File: src/rtl/ex_issue.sv
// ex_issue: EX issue/collect slot; s2 valid/ready in, one-hot op_en and op_a/op_b out to the op units, op_res back in, registered EX/MEM slot out with out_valid/out_ready
module ex_issue #(
  parameter int XLEN = 32,
  parameter int RD_W = 5
) (
  input  logic               clk,
  input  logic               rst_n,
  input  logic               in_valid,
  output logic               in_ready,
  input  logic [3:0]         in_op,
  input  logic [XLEN-1:0]    in_a,
  input  logic [XLEN-1:0]    in_b,
  input  logic [RD_W-1:0]    in_rd,
  input  logic               in_br,
  input  logic               in_inv,
  input  logic               flush,
  output logic [12:0]        op_en,
  output logic [XLEN-1:0]    op_a,
  output logic [XLEN-1:0]    op_b,
  input  logic [13*XLEN-1:0] op_res,
  output logic               out_valid,
  input  logic               out_ready,
  output logic [XLEN-1:0]    out_result,
  output logic [RD_W-1:0]    out_rd,
  output logic               out_wb,
  output logic               out_taken,
  output logic               out_illegal
);
  logic            fire;
  logic            cmp_op;
  logic            ill;
  logic [XLEN-1:0] r;
  assign in_ready = !out_valid || out_ready;
  assign fire     = rst_n && in_valid && in_ready && !flush;
  assign op_en    = (fire && in_op < 4'd13) ? 13'd1 << in_op : 13'd0;
  assign op_a     = in_a;
  assign op_b     = in_b;
  assign cmp_op   = in_op inside {4'd10, 4'd11, 4'd12};
  assign ill      = in_op > 4'd12 || (in_br && !cmp_op);
  always_comb begin
    r = '0;
    for (int k = 0; k < 13; k++) r |= op_res[k*XLEN +: XLEN];
  end
  always_ff @(posedge clk) begin
    if (!rst_n) begin
      out_valid   <= 1'b0;
      out_result  <= '0;
      out_rd      <= '0;
      out_wb      <= 1'b0;
      out_taken   <= 1'b0;
      out_illegal <= 1'b0;
    end else if (flush) begin
      out_valid <= 1'b0;
    end else if (fire) begin
      out_valid   <= 1'b1;
      out_illegal <= ill;
      out_taken   <= !ill && in_br && (r[0] ^ in_inv);
      out_result  <= (ill || in_br) ? '0 : r;
      out_rd      <= (ill || in_br) ? '0 : in_rd;
      out_wb      <= !ill && !in_br && in_rd != '0;
    end else if (out_ready) begin
      out_valid <= 1'b0;
    end
  end
endmodule

File: config.mk
export PLATFORM = sky130hd
export DESIGN_NAME = ex_issue
export DESIGN_NICKNAME = d
export VERILOG_FILES = /design/src/rtl/ex_issue.sv
export SDC_FILE = /design/constraint.sdc
export NUM_CORES = 1
export LEC_CHECK = 0
export ABC_CLOCK_PERIOD_IN_PS = 2860
export CAP_MARGIN = 10
export CORE_AREA = 2 2 241 243
export CTS_CLUSTER_SIZE = 12
export DETAILED_ROUTE_END_ITERATION = 7
export DIE_AREA = 0 0 243 245
export PLACE_DENSITY = 0.3
export SLEW_MARGIN = 20
export SYNTH_ARGS = -nofsm -noshare
export SYNTH_HDL_FRONTEND = slang
export SYNTH_SLANG_ARGS = --single-unit
export TNS_END_PERCENT = 50
File: constraint.sdc
create_clock -name clk -period 2.86 [get_ports clk]
set_clock_uncertainty 0.2 [all_clocks]
set_input_delay 0.286 -clock clk [delete_from_list [all_inputs] [get_ports clk]]
set_output_delay 0.286 -clock clk [all_outputs]
set_load 0.005 [all_outputs]
==> flow_summary.toml <==
[synthesis]
synthTopCellsByArea = "dfxtp_1 27%, buf_4 16%, nor4_1 14%"
yosysMostFrequentCell = "nor4_1"
yosysWarnings = 0
syn_area_per_cell_um2 = 7.66
synth-edff-count = 0
syn-num-nets = 893
yosysTopAreaCellShare_pct = 27.0
yosysSeqAreaShare_pct = 27.0
synthArstFlopShare_pct = 0
synth_top_cells_by_count = "68 x nor4_1, 65 x buf_4, 41 x dfxtp_1, 41 x nor2_1"
synth-seq-cells = 41
netlist_instances = 397
ys_types = 33
yosysTopAreaCell = "dfxtp_1"
syn-cell-area_um2 = 3040
ys.flop_type = "dfxtp_1"

[route]
postRouteWirelength_um = 24100
wl_per_cell_um = 15.2
num_vias = 4696
vias_per_cell = 2.96
drt-pass1-iter-count = 4
antenna_left = 0
drtIter0Drc = 97
post-route-drc-count = 0

[critical_path]
crit_path_end_kind = "primary output"
cp_max_fo = 4
crit_arrival_ns = 2.13
start_kind = "primary input"
crit_path_frequent_cell = "clkdlybuf4s50_1"
worst-setup-path-type = "primary input to primary output"
path_buf_inv = 2
path_cells = "clkdlybuf4s50_1, and2b_1, nand3_2, or3b_4, nor2_1, clkdlybuf4s50_1"
max_stage_delay_ns = 0.51
cp_slowest_cell = "clkdlybuf4s50_1"
crit_family = "simple AND/OR/NAND/NOR gates"
cp.required_ns = 2.37

[die]
fp.coreArea_um2 = 57000
num_rows = 88
initial_core_util_pct = 5.34
dieArea_um2 = 59500
die_x_um = 243
fp.dieH_um = 245
ioPinCount = 615

[global_routing]
grt_pass1_vias = 5242
grt_usage_pct = 7.89
antenna_found_initial = 6
grt-ovfl-total = 0
grt_pass1_wl_um = 33600
grt_max_degree = 42

[timing]
setup_viol = 0
min_period_ns = 2.61
rsz0062_at_grt = "no"
finalHoldViolCount = 0
max_freq_mhz = 383
tightestPinTransition_ns = 0.603
timing.setup.tns_ns = 0
relSlewSlack_pct = 59.5
drv_slew = 0
period_share_pct = 91.4

[finish]
multiInputGateArea_um2 = 1660
syn_to_final_growth_pct = 182
diodes = 0
fillers = 6562
final_core_util_pct = 15.0
drive_gt1_share_pct = 2.80
nets = 1316
regArea_um2 = 821

[power_and_ir_drop]
power_density_nw_per_um2 = 256
ir_drop_v = 0.000180
leakagePower_nw = 2.65

[clock_network]
cts_tree = "done"
cts_max_level = 2
cts_hold_buf = 0
clockBufferDepth = 2
root_buffer = "clkbuf_16"
cts_buffers = 5
post-cts-setup-buffers = 0
cts.sinks = 41
clk_pin_slew_ns = 0.07
cts_resized = 0
insertion_delay_ns = 0.32

[place]
port_buffers = 486
hpwl_um = 21100
gp_congestion = 0.751

[flow_run]
drv_cap = 0

[status]
status = "completed"

[hold_path]
hp-class = "primary input to flip-flop"
path summary, 6_finish.rpt:
path	from	to	slack [ns]	depth (start not counted)
setup / recovery	flush	op_en[10]	0.25	6
hold / removal	rst_n	out_valid$_SDFFE_PP0P_	0.22	3
setup reg to reg	out_valid$_SDFFE_PP0P_	out_illegal$_SDFFE_PN0P_	1.00	6
hold reg to reg	out_wb$_SDFFE_PN0P_	out_wb$_SDFFE_PN0P_	0.26	2
registers in the layout (all words and copies together), names as in the netlist:
| register | count |
|---|---|
| out_result | 32 |
| out_rd | 5 |
| out_illegal | 1 |
| out_taken | 1 |
| out_valid | 1 |
| out_wb | 1 |
layer usage:
layer	vias up	GRT usage, %	routed length, um
met5	-	0	31
met4	6	3.70	855
met3	48	3.36	2470
met2	321	14.3	12100
met1	2026	7.72	8580
li1	2295	-	-
kinds of logic (layout without fill, tap and decap cells):
group / Yosys count / count (layout) / synth area share (%)
multiplexers: 1 / 1 / 0.329
AND/OR/NAND/NOR: 229 / 229 / 42.5
buffers and inverters: 80 / 504 / 18.9
flip-flops: 41 / 41 / 27.0
XOR/XNOR: 1 / 1 / 0.288
AO/OA/AOI/OAI: 45 / 45 / 11.0
worst reg2reg max path, cell delays in order, from the launching register on:
cell      delay, ns
dfxtp_1        0.34
nor2b_2        0.16
inv_1          0.08
nand3_2        0.12
buf_4          0.50
a211oi_1       0.16
nor3b_1        0.22
area by class of cell:
cell class | instances | area share, %
Sequential cell | 41 | 9.58
Multi-Input combinational cell | 276 | 19.4
Tap cell | 765 | 11.2
Inverter | 1 | 0.0438
Clock inverter | 3 | 0.759
Timing Repair Buffer | 495 | 57.6
Clock buffer | 5 | 1.46
cell usage in the layout (no fill, tap or decap), types with 2 or more instances in the layout:
cell and n:
clkdlybuf4s50_1 485, nor4_1 68, nor2_1 41, dfxtp_1 41, a22oi_1 37, nor2b_1 37
nor3_1 34, nand4_1 32, buf_4 8, clkbuf_16 5, nand2_1 4, nand2b_1 2
nand3_1 2, bufinv_16 2
per-stage QoR:
stage	hold slack (ns)	std cells	cell area, um^2	total power [mW]	setup slack [ns]
after floorplan	0.210	397	3040	0.782	1.07
after global placement	0.250	1578	8380	1.41	0.198
after detailed placement	0.262	1578	8380	1.41	0.192
after CTS	0.182	1586	8570	2.30	0.189
after global routing	0.218	1586	8570	2.34	0.0789
final	0.218	1586	8570	2.20	0.247
power breakdown:
| part | leakage [nW] | switching [mW] | internal (mW) | total [mW] |
|---|---|---|---|---|
| Clock | 0.0938 | 0.311 | 0.501 | 0.812 |
| Combinational | 2.22 | 0.193 | 0.596 | 0.789 |
| Sequential | 0.332 | 0.00847 | 0.587 | 0.595 |
Note: power is estimated with default switching activity, not from simulation.
